===== config.mk =====
export PLATFORM = sky130hd
export DESIGN_NAME = uart_tx_serializer
export DESIGN_NICKNAME = d
export VERILOG_FILES = /design/src/rtl/uart_tx_serializer_pkg.sv /design/src/rtl/uart_tx_serializer.sv
export SDC_FILE = /design/constraint.sdc
export NUM_CORES = 1
export LEC_CHECK = 0
export CORE_MARGIN = 2
export CORE_UTILIZATION = 40
export CTS_CLUSTER_DIAMETER = 100
export CTS_CLUSTER_SIZE = 28
export DETAILED_ROUTE_END_ITERATION = 8
export PLACE_DENSITY = 0.65
export SETUP_SLACK_MARGIN = 0.05
export SYNTH_ARGS = -nofsm -noshare
export SYNTH_HDL_FRONTEND = slang
export SYNTH_SLANG_ARGS = --single-unit

===== constraint.sdc =====
create_clock -name i_clock -period 4.35 [get_ports i_clock]
set_input_delay 1.0875 -clock i_clock [delete_from_list [all_inputs] [get_ports i_clock]]
set_output_delay 1.0875 -clock i_clock [all_outputs]
set_load 0.01 [all_outputs]

===== src/rtl/uart_tx_serializer_pkg.sv =====
// uart_tx_serializer_pkg: state encodings, frame defaults and parity modes shared by the UART halves
package uart_tx_serializer_pkg;
  typedef enum logic [4:0] {
    IDLE   = 5'b00001,
    START  = 5'b00010,
    DATA   = 5'b00100,
    PARITY = 5'b01000,
    STOP   = 5'b10000
  } uart_state_t;
  localparam int DEF_DATA_BITS  = 8;
  localparam int DEF_OVERSAMPLE = 16;
  localparam int DEF_SB_TICKS   = 16;
  localparam int PARITY_EVEN    = 0;
  localparam int PARITY_ODD_SEL = 1;
endpackage


===== src/rtl/uart_tx_serializer.sv =====
// uart_tx_serializer: serializes one start/data/parity/stop frame per accepted request, paced by i_tick
module uart_tx_serializer
  import uart_tx_serializer_pkg::*;
#(
  parameter int DATA_BITS  = DEF_DATA_BITS,
  parameter int OVERSAMPLE = DEF_OVERSAMPLE,
  parameter int SB_TICKS   = DEF_SB_TICKS,
  parameter int PARITY_EN  = 1,
  parameter int PARITY_ODD = PARITY_EVEN
) (
  input  logic                 i_clock,
  input  logic                 i_reset,
  input  logic                 i_tick,
  input  logic                 i_tx_start,
  input  logic [DATA_BITS-1:0] i_tx_data,
  output logic                 o_tx,
  output logic                 o_tx_busy,
  output logic                 o_tx_done
);
  localparam int TICK_MAX = OVERSAMPLE > SB_TICKS ? OVERSAMPLE : SB_TICKS;
  localparam int TW = $clog2(TICK_MAX) + 1;
  localparam int BW = $clog2(DATA_BITS) + 1;
  uart_state_t state_q, state_n;
  logic [TW-1:0] tick_q, tick_n;
  logic [BW-1:0] bit_q, bit_n;
  logic [DATA_BITS-1:0] shift_q, shift_n;
  logic par_q, par_n, tx_n, done_n, bit_end;
  always_ff @(posedge i_clock) begin
    if (i_reset) begin
      state_q   <= IDLE;
      tick_q    <= '0;
      bit_q     <= '0;
      shift_q   <= '0;
      par_q     <= 1'b0;
      o_tx      <= 1'b1;
      o_tx_busy <= 1'b0;
      o_tx_done <= 1'b0;
    end else begin
      state_q   <= state_n;
      tick_q    <= tick_n;
      bit_q     <= bit_n;
      shift_q   <= shift_n;
      par_q     <= par_n;
      o_tx      <= tx_n;
      o_tx_busy <= state_n != IDLE;
      o_tx_done <= done_n;
    end
  end
  always_comb begin
    state_n = state_q;
    tick_n  = tick_q;
    bit_n   = bit_q;
    shift_n = shift_q;
    par_n   = par_q;
    done_n  = 1'b0;
    bit_end = i_tick && tick_q == (state_q == STOP ? TW'(SB_TICKS - 1) : TW'(OVERSAMPLE - 1));
    if (state_q != IDLE && i_tick) tick_n = bit_end ? '0 : tick_q + 1'b1;
    case (state_q)
      IDLE: if (i_tx_start) begin
        state_n = START;
        shift_n = i_tx_data;
        par_n   = (^i_tx_data) ^ PARITY_ODD[0];
        tick_n  = '0;
        bit_n   = '0;
      end
      START: if (bit_end) begin
        state_n = DATA;
        bit_n   = '0;
      end
      DATA: if (bit_end) begin
        shift_n = shift_q >> 1;
        bit_n   = bit_q + 1'b1;
        if (bit_q == BW'(DATA_BITS - 1)) state_n = PARITY_EN != 0 ? PARITY : STOP;
      end
      PARITY: if (bit_end) state_n = STOP;
      STOP: if (bit_end) begin
        state_n = IDLE;
        done_n  = 1'b1;
      end
      default: state_n = IDLE;
    endcase
    // Line level is registered from the next state so o_tx changes cleanly on the clock edge.
    tx_n = state_n == START ? 1'b0 : state_n == DATA ? shift_n[0] : state_n == PARITY ? par_n : 1'b1;
  end
endmodule


==> metrics.yaml, run 1 <==
outcome: "complete, no violations"
vias: 1248
grt_usage_pct: 16.1
hold_violations: 0
pre_cts_ws_ns: 1.13
synth_top_area_share_pct: 38.0
maxSlewHeadroom_pct: 61.7
final_util_pct: 47.3
powerDensity_nw_per_um2: 360
syn_inst: 158
rows: 21
placed_cells: 210
fillCellCount: 351
synth_seq_cells: 26
finalCritPeriodShare_pct: 65.7
start_util_pct: 41.3
skew_ns: 0.00669
cts_resized: 0
hold_buffers: 0
cp_num_buf_inv: 1
grt_overflow_total: 0
crit_family: "simple AND/OR/NAND/NOR gates"
seq_area_um2: 520
grt_antenna_before_repair: 0
first_pass_iters: 6
multiInputGateArea_um2: 777
port-buffer-count: 14
synth_top_area_cell: "dfxtp_1"
layout_common_cells: "dfxtp_1, nor2_1, clkdlybuf4s50_1"
worst_r2r_startpoint: "state_q[0]$_SDFF_PP1_"
maxCapViolCount: 0
die_width_um: 62.5
final_common_cell: "dfxtp_1"
tightest_slew_ns: 0.571
antenna_cells: 0
worst-path-max-fanout: 11
slowest_delay_ns: 0.61
wire_per_inst_um: 13.6
fin_nets: 183
clock_latency_ns: 0.32
critPathLaunchType: "primary input"
cts_root_buf: "clkbuf_4"
slowest_stage: "clkdlybuf4s50_1"
ant_nets: 0
ys_types: 43
fin_ws_ns: 1.49
ys_warn_count: 0
clk_pin_slew_ns: 0.14
hold_path_class: "reg -> reg"
cp-endpoint: "o_tx$_SDFF_PP1_"
gp_congestion: 0.851
crit_type: "in -> reg"
drtIter0Drc: 132
place_hpwl_mm: 2.20
synthFlopType: "dfxtp_1"
clock-sinks: 26
drcViolationCount: 0
syn2layout_area_growth_pct: 14.4
syn_area_per_cell_um2: 8.66
finalHoldWorstSlack_ns: 0.512
rsz0062_at_grt: "no"
grt_max_degree: 17
grt_pass1_wl_mm: 5.13
path_cells: "clkdlybuf4s50_1, nand4_4, nor4_4, nor3b_1, nor4bb_1, o311ai_2"
post_cts_buffers: 0
path_depth: 6
routed_wl_mm: 2.92
clockBufferDepth: 2
tritoncts.num_buffers: 3
final.setup.tns_ns: 0
rr_endpoint: "o_tx$_SDFF_PP1_"
period_minus_slack_ns: 2.86
finalMaxSlewViolations: 0
via_per_inst: 5.83
ir_drop_mv: 0.154
arrival_ns: 3.06
crit_required_ns: 4.55
dieArea_um2: 3910
synth_edf_count: 0
crit_path_start: "i_tick"
io_pins: 15
fmax_mhz: 350
synth_area_um2: 1370
ys_seq_area_share_pct: 38.0
finalSetupViolCount: 0
grt_pass1_vias: 1087
reg2reg_depth: 5
die_h_um: 62.5
synth_area_leaders: "dfxtp_1, nor2_1, xnor2_1"
synth_fp_nets: 172
rrSetupSlack_ns: 2.08
leakage_nw: 0.544
cp-end-kind: "flip-flop"
cts-htree-levels: 1
cts_tree: "yes"
finalNonFillerCells: 214
async_flop_share_pct: 0
fp.coreArea_um2: 3310
drive_gt1_share_pct: 5.95
## worst min-delay path by stage
stage / startpoint / endpoint / slack, ns / depth (start not counted)
2_1_floorplan: bit_q[3]$_SDFFE_PP0P_ / bit_q[3]$_SDFFE_PP0P_ / 0.46 / 2
6_report: bit_q[3]$_SDFFE_PP0P_ / bit_q[3]$_SDFFE_PP0P_ / 0.51 / 2
4_1_cts: bit_q[3]$_SDFFE_PP0P_ / bit_q[3]$_SDFFE_PP0P_ / 0.51 / 2
3_3_place_gp: bit_q[3]$_SDFFE_PP0P_ / bit_q[3]$_SDFFE_PP0P_ / 0.47 / 2
5_1_grt: bit_q[3]$_SDFFE_PP0P_ / bit_q[3]$_SDFFE_PP0P_ / 0.52 / 2
3_5_place_dp: bit_q[3]$_SDFFE_PP0P_ / bit_q[3]$_SDFFE_PP0P_ / 0.49 / 2
## worst register-to-register path: cells and delay by family, from the launching register on
kind             cells  cell delay, ns
AND/OR/NAND/NOR      4            1.56
AO/OA/AOI/OAI        1            0.13
flip-flops           1            0.47
## metal layers
metal	vias up	GRT usage [%]	wire, um	part of all wire (%)
met5	-	0	0	0
met4	0	6.11	10	0.34
met3	2	3.24	118	4.0
met2	32	25.3	1420	49
met1	607	21.6	1370	47
li1	607	-	-	-
## cells by family (layout without fill, tap and decap cells)
group	Yosys count	in the layout	synth area share (%)
and+or+nand+nor	69	69	28.5
DFF	26	26	38.0
buffers and inverters	15	25	5.21
AOI/OAI and AO/OA	34	34	18.5
adders and majority gates	2	2	1.83
muxes	3	3	2.19
xor gates and xnor gates	9	9	5.76
## state kept, by name, summed over array words and instances (netlist names)
name       cells
state_q        5
tick_q         5
o_tx_busy      1
par_q          1
shift_q        8
o_tx_done      1
bit_q          4
o_tx           1
## synth_stat cells, types with 2 or more instances
cell	n
dfxtp_1	26
nor2_1	25
nor3_1	8
xnor2_1	8
a21oi_1	7
clkbuf_1	7
a222oi_1	6
nand2_1	6
inv_1	5
nand3_1	4
nor2b_1	4
nor3b_1	4
o21ai_1	4
mux2i_1	3
nor4_1	3
a211oi_1	2
a22oi_1	2
a31oi_1	2
a32oi_1	2
buf_6	2
ha_1	2
nand3b_1	2
o211ai_1	2
or3_1	2
or4_1	2
## per-stage QoR
step	instance area, um^2	power (mW)
global route	1570	0.598
finish	1570	0.564
global placement	1530	0.442
CTS	1570	0.568
detailed placement	1530	0.447
floorplan	1370	0.399
## final cells by class
class,instances,area share (%)
sequential,26,33.3
multi-input combinational,117,49.6
tap,46,3.68
clock buffer,4,2.32
inverter,5,1.20
timing repair buffer,16,9.91
## where the power goes
part,internal [mW],switching (mW),total (mW)
Sequential,0.260,0.0234,0.284
Clock,0.0512,0.0696,0.121
Combinational,0.0765,0.0828,0.159
Total,0.388,0.176,0.564
No activity file was read; power rests on OpenSTA's default activity.
==> run 2: changes to the inputs <==
==> constraint.sdc (replaced) <==
create_clock -name i_clock -period 2.91 [get_ports i_clock]
set_input_delay 0.7275 -clock i_clock [delete_from_list [all_inputs] [get_ports i_clock]]
set_output_delay 0.7275 -clock i_clock [all_outputs]
set_load 0.01 [all_outputs]
==> metrics.yaml, run 2 (synthesized netlist as in run 1, its figures left out) <==
outcome: "complete, no violations"
clockBufferDepth: 2  # unchanged
maxCapViolCount: 0  # unchanged
cts_root_buf: "clkbuf_4"
fp.coreArea_um2: 3310  # unchanged
reg.largest.list: "shift_q (8), state_q (5), tick_q (5)"
finalCritPeriodShare_pct: 82.1
crit_path_start: "i_tick"
fin_ws_ns: 0.520  # -0.974 ns
final_common_cell: "dfxtp_1"
worst_r2r_startpoint: "state_q[2]$_SDFF_PP0_"
route.met3.wl_um: 127  # +7.6%
tightest_slew_ns: 0.451  # -0.120 ns
pwr-share-clk_pct: 27.4  # +6.0 points
pre_cts_ws_ns: 0.170  # -0.960 ns
fillCellCount: 337  # -4.0%
clock-sinks: 26  # unchanged
crit_required_ns: 3.16  # -1.39 ns
dieArea_um2: 3910  # unchanged
skew_ns: 0.0109  # +0.00417 ns
grt_pass1_wl_mm: 5.00  # -2.6%
tritoncts.num_buffers: 3  # unchanged
pwr-share-seq_pct: 46.6  # -3.7 points
met1_length_mm: 1.39  # +1.8%
start_util_pct: 41.3  # unchanged
p_switching_mw: 0.268  # +52%
hold_path_class: "reg -> reg"
ant_nets: 0  # unchanged
vias: 1251  # +0.24%
power_frac_comb_pct: 26.0  # -2.3 points
cts_tree: "yes"
intPower_mw: 0.643  # +66%
rsz0062_at_grt: "no"
largest_register_ff_count: 8  # unchanged
cts_resized: 0  # unchanged
finalMaxSlewViolations: 0  # unchanged
io_pins: 15  # unchanged
grt_overflow_total: 0  # unchanged
top_layer_used: "met4"
fin_nets: 184  # +0.55%
drcViolationCount: 0  # unchanged
clk_pin_slew_ns: 0.15  # about the same
via_per_inst: 5.82  # -0.23%
period_minus_slack_ns: 2.39
grt_pass1_vias: 1130  # +4.0%
power_mw: 0.910  # +62%
critPathLaunchType: "primary input"
arrival_ns: 2.64  # -0.42 ns
port-buffer-count: 14  # unchanged
powerDensity_nw_per_um2: 573  # +59%
worst-path-max-fanout: 7  # -4
clock_latency_ns: 0.32  # about the same
final.setup.tns_ns: 0  # unchanged
rows: 21  # unchanged
leakage_nw: 0.556  # +2.3%
gp_congestion: 0.930  # +9.3%
first_pass_iters: 4  # -2
grt_max_degree: 19  # +2
crit_type: "in -> reg"
die_h_um: 62.5  # unchanged
post_cts_buffers: 0  # unchanged
ir_drop_mv: 0.215  # +40%
die_width_um: 62.5  # unchanged
grt_antenna_before_repair: 0  # unchanged
maxSlewHeadroom_pct: 69.9  # +8.2 points
finalSetupViolCount: 0  # unchanged
routed_wl_mm: 2.89  # -0.92%
wire_per_inst_um: 13.5  # -1.4%
hold_start: "bit_q[3]$_SDFFE_PP0P_"
syn2layout_area_growth_pct: 16.1
hold_buffers: 0  # unchanged
met2_length_mm: 1.35  # -4.9%
layout_common_cells: "dfxtp_1, nor2_1, clkdlybuf4s50_1"
place_hpwl_mm: 2.14  # -2.8%
antenna_cells: 0  # unchanged
drtIter0Drc: 122  # -7.6%
cts-htree-levels: 1  # unchanged
drive_gt1_share_pct: 6.51  # +0.56 points
final_util_pct: 48.0  # +0.72 points
hold_violations: 0  # unchanged
cp-end-kind: "flip-flop"
switching_share_pct: 29.4  # -1.8 points
fmax_mhz: 418
grt_usage_pct: 15.4  # -0.61 points
top_register: "shift_q"
run 2: cell count changes in the layout (fill, tap and decap cells not counted), sizes merged:
cell    previous run  this run
buf                2         3
bufinv             0         1
clkbuf             4         3
run 2: path summary, 6_finish.rpt:
path,to,slack [ns],cells past startpoint
setup / recovery,o_tx$_SDFF_PP1_,0.52,6
hold / removal,bit_q[3]$_SDFFE_PP0P_,0.50,2
setup reg to reg,shift_q[1]$_SDFFE_PP0P_,0.89,5
hold reg to reg,bit_q[3]$_SDFFE_PP0P_,0.50,2
run 2: power by group through the flow:
stage | clock, mW | sequential [mW] | combinational [mW]
after CTS | 0.256 | 0.424 | 0.238
after global placement | 0 | 0.430 | 0.231
after floorplan | 0 | 0.415 | 0.182
after global routing | 0.271 | 0.428 | 0.262
final | 0.249 | 0.425 | 0.237
after detailed placement | 0 | 0.432 | 0.237
run 2: cell type report:
class / instances / area (um^2) / share of cell area (%)
flip-flops and latches: 26 / 520 / 32.8
multi-input cells: 117 / 777 / 48.9
repair buffers: 17 / 163 / 10.2
clock buffers: 3 / 22.5 / 1.42
inverters: 5 / 18.8 / 1.18
clock inverters: 1 / 30.0 / 1.89
well taps: 46 / 57.6 / 3.62
run 2: metrics by stage:
step                      hold slack, ns  instances  instance area, um^2
after floorplan                    0.457        158                 1370
after global routing               0.556        215                 1590
after detailed placement           0.477        211                 1540
after CTS                          0.496        215                 1590
after global placement             0.472        211                 1540
final                              0.495        215                 1590
run 2: worst max-delay path: stages:
cell	delay [ns]
clkdlybuf4s50_1	0.61
nand4_4	0.18
or4_1	0.53
a31oi_1	0.24
nor4bb_1	0.10
o311ai_2	0.26
run 2: metal layers:
metal	vias to the layer above	GRT usage, %
li1	608	-
met1	605	21.0
met2	36	25.0
met3	2	1.98
met4	0	5.83
met5	-	0
